===== src/rtl/pwm_pkg.sv =====
// rtl/pwm_pkg.sv - shared constants and level function for the PWM peripheral
package pwm_pkg;

  localparam int PWM_CNT_W = 8;
  localparam logic [PWM_CNT_W-1:0] PWM_TOP = 8'd254;
  localparam logic [PWM_CNT_W-1:0] DUTY_FULL = 8'd255;
  localparam int CLK_DIV_DEFAULT = 13;

  // Full-scale duty forces a solid high because the counter never reaches 255.
  function automatic logic pwm_level(input logic [PWM_CNT_W-1:0] cnt,
                                     input logic [PWM_CNT_W-1:0] duty);
    return (duty == DUTY_FULL) || (cnt < duty);
  endfunction

endpackage


===== src/rtl/pwm_peripheral_if.sv =====
// rtl/pwm_peripheral_if.sv - register inputs and pin outputs of the PWM peripheral
interface pwm_peripheral_if;
  import pwm_pkg::*;

  logic [7:0]           en_reg_out_7_0;
  logic [7:0]           en_reg_out_15_8;
  logic [7:0]           en_reg_pwm_7_0;
  logic [7:0]           en_reg_pwm_15_8;
  logic [PWM_CNT_W-1:0] pwm_duty_cycle;
  logic [15:0]          out;

  modport master (
    output en_reg_out_7_0, en_reg_out_15_8, en_reg_pwm_7_0, en_reg_pwm_15_8,
    output pwm_duty_cycle,
    input  out
  );

  modport slave (
    input  en_reg_out_7_0, en_reg_out_15_8, en_reg_pwm_7_0, en_reg_pwm_15_8,
    input  pwm_duty_cycle,
    output out
  );

endinterface


===== src/rtl/pwm_timebase.sv =====
// rtl/pwm_timebase.sv - clock prescaler and 255-step PWM counter
module pwm_timebase
  import pwm_pkg::*;
#(
  parameter int CLK_DIV = CLK_DIV_DEFAULT
) (
  input  logic                 clk,
  input  logic                 rst,
  output logic [PWM_CNT_W-1:0] cnt,
  output logic                 period_end
);

  localparam int PRE_W = (CLK_DIV > 1) ? $clog2(CLK_DIV) : 1;
  localparam logic [PRE_W-1:0] PRE_LAST = PRE_W'(CLK_DIV - 1);

  logic [PRE_W-1:0]     pre_q, pre_d;
  logic [PWM_CNT_W-1:0] cnt_q, cnt_d;
  logic                 tick;

  always_comb begin
    tick  = (pre_q == PRE_LAST);
    pre_d = tick ? '0 : pre_q + PRE_W'(1);
    cnt_d = cnt_q;
    if (tick) begin
      cnt_d = (cnt_q == PWM_TOP) ? '0 : cnt_q + PWM_CNT_W'(1);
    end
  end

  always_ff @(posedge clk or posedge rst) begin
    if (rst) begin
      pre_q <= '0;
      cnt_q <= '0;
    end else begin
      pre_q <= pre_d;
      cnt_q <= cnt_d;
    end
  end

  assign cnt        = cnt_q;
  assign period_end = tick && (cnt_q == PWM_TOP);

endmodule


===== src/rtl/pwm_peripheral.sv =====
// rtl/pwm_peripheral.sv - duty shadow, per-channel output mux and pin register
module pwm_peripheral
  import pwm_pkg::*;
#(
  parameter int CLK_DIV = CLK_DIV_DEFAULT
) (
  input  logic              clk,
  input  logic              rst,
  pwm_peripheral_if.slave   bus
);

  logic [PWM_CNT_W-1:0] cnt;
  logic                 period_end;
  logic [PWM_CNT_W-1:0] duty_sh_q, duty_sh_d;
  logic [15:0]          out_q, out_d;
  logic [15:0]          en_out, en_pwm;
  logic                 lvl;

  pwm_timebase #(.CLK_DIV(CLK_DIV)) u_timebase (
    .clk        (clk),
    .rst        (rst),
    .cnt        (cnt),
    .period_end (period_end)
  );

  // Duty is only sampled at the period boundary so pulses are never truncated.
  always_comb begin
    en_out    = {bus.en_reg_out_15_8, bus.en_reg_out_7_0};
    en_pwm    = {bus.en_reg_pwm_15_8, bus.en_reg_pwm_7_0};
    duty_sh_d = period_end ? bus.pwm_duty_cycle : duty_sh_q;
    lvl       = pwm_level(cnt, duty_sh_q);
    out_d     = en_out & (~en_pwm | {16{lvl}});
  end

  always_ff @(posedge clk or posedge rst) begin
    if (rst) begin
      duty_sh_q <= '0;
      out_q     <= '0;
    end else begin
      duty_sh_q <= duty_sh_d;
      out_q     <= out_d;
    end
  end

  assign bus.out = out_q;

endmodule


===== src/flat_wrapper.sv =====
// flat-port wrapper written by rule: the top's interface ports become plain ports
module pwm_peripheral_flat import pwm_pkg::*;
#(
  parameter int CLK_DIV = CLK_DIV_DEFAULT
)
  (clk, rst, bus_en_reg_out_7_0, bus_en_reg_out_15_8, bus_en_reg_pwm_7_0, bus_en_reg_pwm_15_8, bus_pwm_duty_cycle, bus_out);
  pwm_peripheral_if bus_i ();
  input  logic clk;
  input  logic rst;
  input wire logic [$bits(bus_i.en_reg_out_7_0)-1:0] bus_en_reg_out_7_0;
  input wire logic [$bits(bus_i.en_reg_out_15_8)-1:0] bus_en_reg_out_15_8;
  input wire logic [$bits(bus_i.en_reg_pwm_7_0)-1:0] bus_en_reg_pwm_7_0;
  input wire logic [$bits(bus_i.en_reg_pwm_15_8)-1:0] bus_en_reg_pwm_15_8;
  input wire logic [$bits(bus_i.pwm_duty_cycle)-1:0] bus_pwm_duty_cycle;
  output wire logic [$bits(bus_i.out)-1:0] bus_out;
  assign bus_i.en_reg_out_7_0 = bus_en_reg_out_7_0;
  assign bus_i.en_reg_out_15_8 = bus_en_reg_out_15_8;
  assign bus_i.en_reg_pwm_7_0 = bus_en_reg_pwm_7_0;
  assign bus_i.en_reg_pwm_15_8 = bus_en_reg_pwm_15_8;
  assign bus_i.pwm_duty_cycle = bus_pwm_duty_cycle;
  assign bus_out = bus_i.out;
  pwm_peripheral #(.CLK_DIV(CLK_DIV)) u_core (.clk(clk), .rst(rst), .bus(bus_i));
endmodule

===== config.mk =====
export PLATFORM = sky130hd
export DESIGN_NAME = pwm_peripheral_flat
export DESIGN_NICKNAME = d
export VERILOG_FILES = /design/src/rtl/pwm_pkg.sv /design/src/rtl/pwm_peripheral_if.sv /design/src/rtl/pwm_timebase.sv /design/src/rtl/pwm_peripheral.sv /design/src/flat_wrapper.sv
export SDC_FILE = /design/constraint.sdc
export NUM_CORES = 1
export LEC_CHECK = 0
export CORE_UTILIZATION = 45
export DETAILED_ROUTE_END_ITERATION = 6
export PLACE_DENSITY_LB_ADDON = 0.15
export SYNTH_ARGS = -nofsm -noshare
export SYNTH_HDL_FRONTEND = slang
export SYNTH_SLANG_ARGS = --single-unit

===== constraint.sdc =====
create_clock -name clk -period 2.3 [get_ports clk]
set_input_delay 0.575 -clock clk [delete_from_list [all_inputs] [get_ports clk]]
set_output_delay 0.575 -clock clk [all_outputs]
set_load 0.05 [all_outputs]

==> flow_summary.ini <==
[timing]
slew_headroom_pct = 65.1
worst_slack_ns = 0.310
tightest_slew_ns = 0.522
hold_viol = 0
setup-tns-final_ns = 0
maxSlewViolCount = 0
skew_ns = 0.00348
rsz0062_at_grt = false
fmaxAchievable_mhz = 502
period_needed_ns = 1.99
fin_crit_sh_pct = 86.5
finalSetupViolations = 0

[cts]
cts_hold_buffers = 0
clk_latency_ns = 0.28
cts_tree = built
postCtsResizedCells = 0
cts.clk_slew.worst_paths_ns = 0.07
htreeDepth = 2
cts_inserted_buffers = 5
clkSinkCount = 36
clockBufferDepth = 2
postCtsSetupBuffers = 0
cts-root-buf = clkbuf_8

[worst_hold_path]
whs_path_depth = 1
whs_endpoint = u_core.u_timebase.pre_q[0]$_DFF_PP0_
worstHoldStart = u_core.u_timebase.pre_q[0]$_DFF_PP0_
hp-class = reg2reg

[die]
pin_count = 58
die_width_um = 63.0
coreArea_mm2 = 0.00344
rows = 21
die_height_um = 63.0
die_area_mm2 = 0.00397
initial_core_util_pct = 48.7

[routing]
dr.pass1.iters = 4
drt_iter0_markers = 49
wl_mm = 3.67
vias = 1305
ant_nets = 0
drc = 0
wl_per_cell_um = 14.4
via_per_inst = 5.12

[placement]
place_ws_ns = 0.361
detailedPlacementHpwl_mm = 3.00
dpl.cell_count = 247
io_buffers = 57
gp_congestion = 0.896
placed_area_mm2 = 0.00230

[synthesis]
ys_seq_elements = 36
yosysSeqAreaShare_pct = 53.8
ys.flop_type = dfrtp_1
synth_edf_count = 0
syn_avg_cell_area_um2 = 11.6
yosysUniqueCellTypes = 29
netlist_area_mm2 = 0.00168
syn_nets = 197
syn_inst = 144
synthArstFlopShare_pct = 100
yosys_warnings = 0

[critical_path]
worstSetupPathType = reg2out
r2r_end = u_core.duty_sh_q[5]$_DFFE_PP0P_
worst_path_max_delay_cell = clkdlybuf4s50_1
critical-path-top-delay-family = buffers and inverters
worstReg2RegStart = u_core.u_timebase.pre_q[0]$_DFF_PP0_
crit_chain = clkdlybuf4s50_1
start_kind = register
cp.depth = 1
cp-end-kind = primary output
r2r_slack_ns = 0.37
path_buf_inv = 1
worstPathMaxFanout = 1
slowest_delay_ns = 0.81
crit_arrival_ns = 1.42
crit_required_ns = 1.73
reg2reg_depth = 7

[finish]
layout.nets = 261
register_area_um2 = 901
final_cells = 255
final_core_util_pct = 69.6
final_area_mm2 = 0.00239
syn_to_final_growth_pct = 42.9
n_fill_cell = 255
post_route_cells_drive_above_1_share_pct = 12.0
antennaDiodeCount = 0
multiInputGateArea_um2 = 701

[global_route]
grt_pass1_vias = 1523
grt_usage_pct = 21.2
antenna_found_initial = 0
grt_remaining_overflow = 0
grt_max_degree = 22
grt_pass1_wl_mm = 6.41

[outcome]
status = completed

[power_and_ir_drop]
ir_worst_vdd_v = 0.000459
powerDensity_mw_per_mm2 = 533
power_leakage_nw = 1.09

[flow_run]
cap_viol_max_count = 0
## report_power, final
part	switching (mW)	total (mW)	internal [mW]
registers	0.00378	0.651	0.647
logic	0.0848	0.181	0.0962
clock network	0.201	0.445	0.244
total	0.290	1.28	0.987
## synthesized netlist by cell type (2+ instances only)
library cell / count / share of area (%)
o21a_1: 2 / 0.90
dfrtp_1: 36 / 54
nand2_1: 12 / 2.7
nor2_1: 8 / 1.8
buf_2: 2 / 0.60
nand3_1: 4 / 1.2
nand4_1: 5 / 1.9
a21oi_1: 3 / 0.90
ha_1: 11 / 8.2
inv_1: 12 / 2.7
a21boi_2: 10 / 6.7
o21ai_0: 10 / 3.0
a21boi_0: 6 / 2.7
and3_1: 4 / 1.5
xor2_1: 5 / 2.6
## worst max-delay path by stage
stage / end / slack, ns / start
after floorplan: u_core.bus.out[10]$_DFF_PP0_ / 0.66 / u_core.u_timebase.cnt[2]$_DFFE_PP0P_
after global placement: u_core.duty_sh_q[0]$_DFFE_PP0P_ / 0.52 / u_core.u_timebase.pre_q[0]$_DFF_PP0_
after detailed placement: u_core.duty_sh_q[5]$_DFFE_PP0P_ / 0.36 / u_core.u_timebase.pre_q[0]$_DFF_PP0_
after CTS: bus_out[6] / 0.30 / u_core.bus.out[6]$_DFF_PP0_
after global routing: u_core.duty_sh_q[5]$_DFFE_PP0P_ / 0.20 / u_core.u_timebase.pre_q[0]$_DFF_PP0_
final: bus_out[5] / 0.31 / u_core.bus.out[5]$_DFF_PP0_
## cells in the final DEF (no fill, tap or decap)
cell             Yosys  routed
and4_1               1       1
nand3_1              4       4
o41ai_1              1       1
ha_1                11      11
clkdlybuf4s50_1      0      57
and2_2               1       1
a21boi_0             6       6
and2_1               1       1
a21oi_1              3       3
xnor2_1              1       1
o21ai_0             10      10
inv_1               12      12
clkbuf_1             0       2
dfrtp_1             36      36
nor2_1               8       8
clkbuf_8             0       6
and3_1               4       4
o22ai_1              1       1
o31ai_1              1       1
nand2_1             12      12
xor2_1               5       5
o21a_1               2       2
a2111oi_4            1       1
buf_4                1       4
nand2b_4             1       1
o32ai_2              1       1
nand3b_1             1       1
nand4_1              5       5
mux2_2               1       1
a21boi_2            10      10
## layer usage
metal / global-route usage, % / vias up / part of all wire (%)
li1: - / 623 / -
met1: 20.6 / 626 / 37
met2: 40.2 / 48 / 55
met3: 6.57 / 8 / 6.4
met4: 9.59 / 0 / 1.8
met5: 0 / - / 0
## sequential cells by signal (all words and copies together) (netlist names)
signal and count:
u_core.bus.out 16, u_core.u_timebase.cnt 8, u_core.duty_sh_q 8, u_core.u_timebase.pre_q 4
## final cells by class
| type | count | share of cell area, % |
|---|---|---|
| Sequential cell | 36 | 37.6 |
| Multi-Input combinational cell | 92 | 29.3 |
| Timing Repair Buffer | 61 | 25.1 |
| Inverter | 12 | 1.88 |
| Clock buffer | 8 | 3.76 |
| Tap cell | 46 | 2.40 |
## cell families after synthesis
logic type	Yosys count	share of synthesized area, %
simple gates	38	11.7
mux	1	0.672
flops	36	53.8
compound gates	36	18.1
fa+ha+maj	11	8.21
buf+inv	16	4.41
xor+xnor	6	3.14
## per-stage QoR
stage	power, mW	hold slack (ns)
2_1_floorplan	0.737	0.449
3_3_place_gp	0.842	0.468
3_5_place_dp	0.846	0.485
4_1_cts	1.29	0.495
5_1_grt	1.33	0.531
6_report	1.28	0.497
No activity file was read; power rests on OpenSTA's default activity.
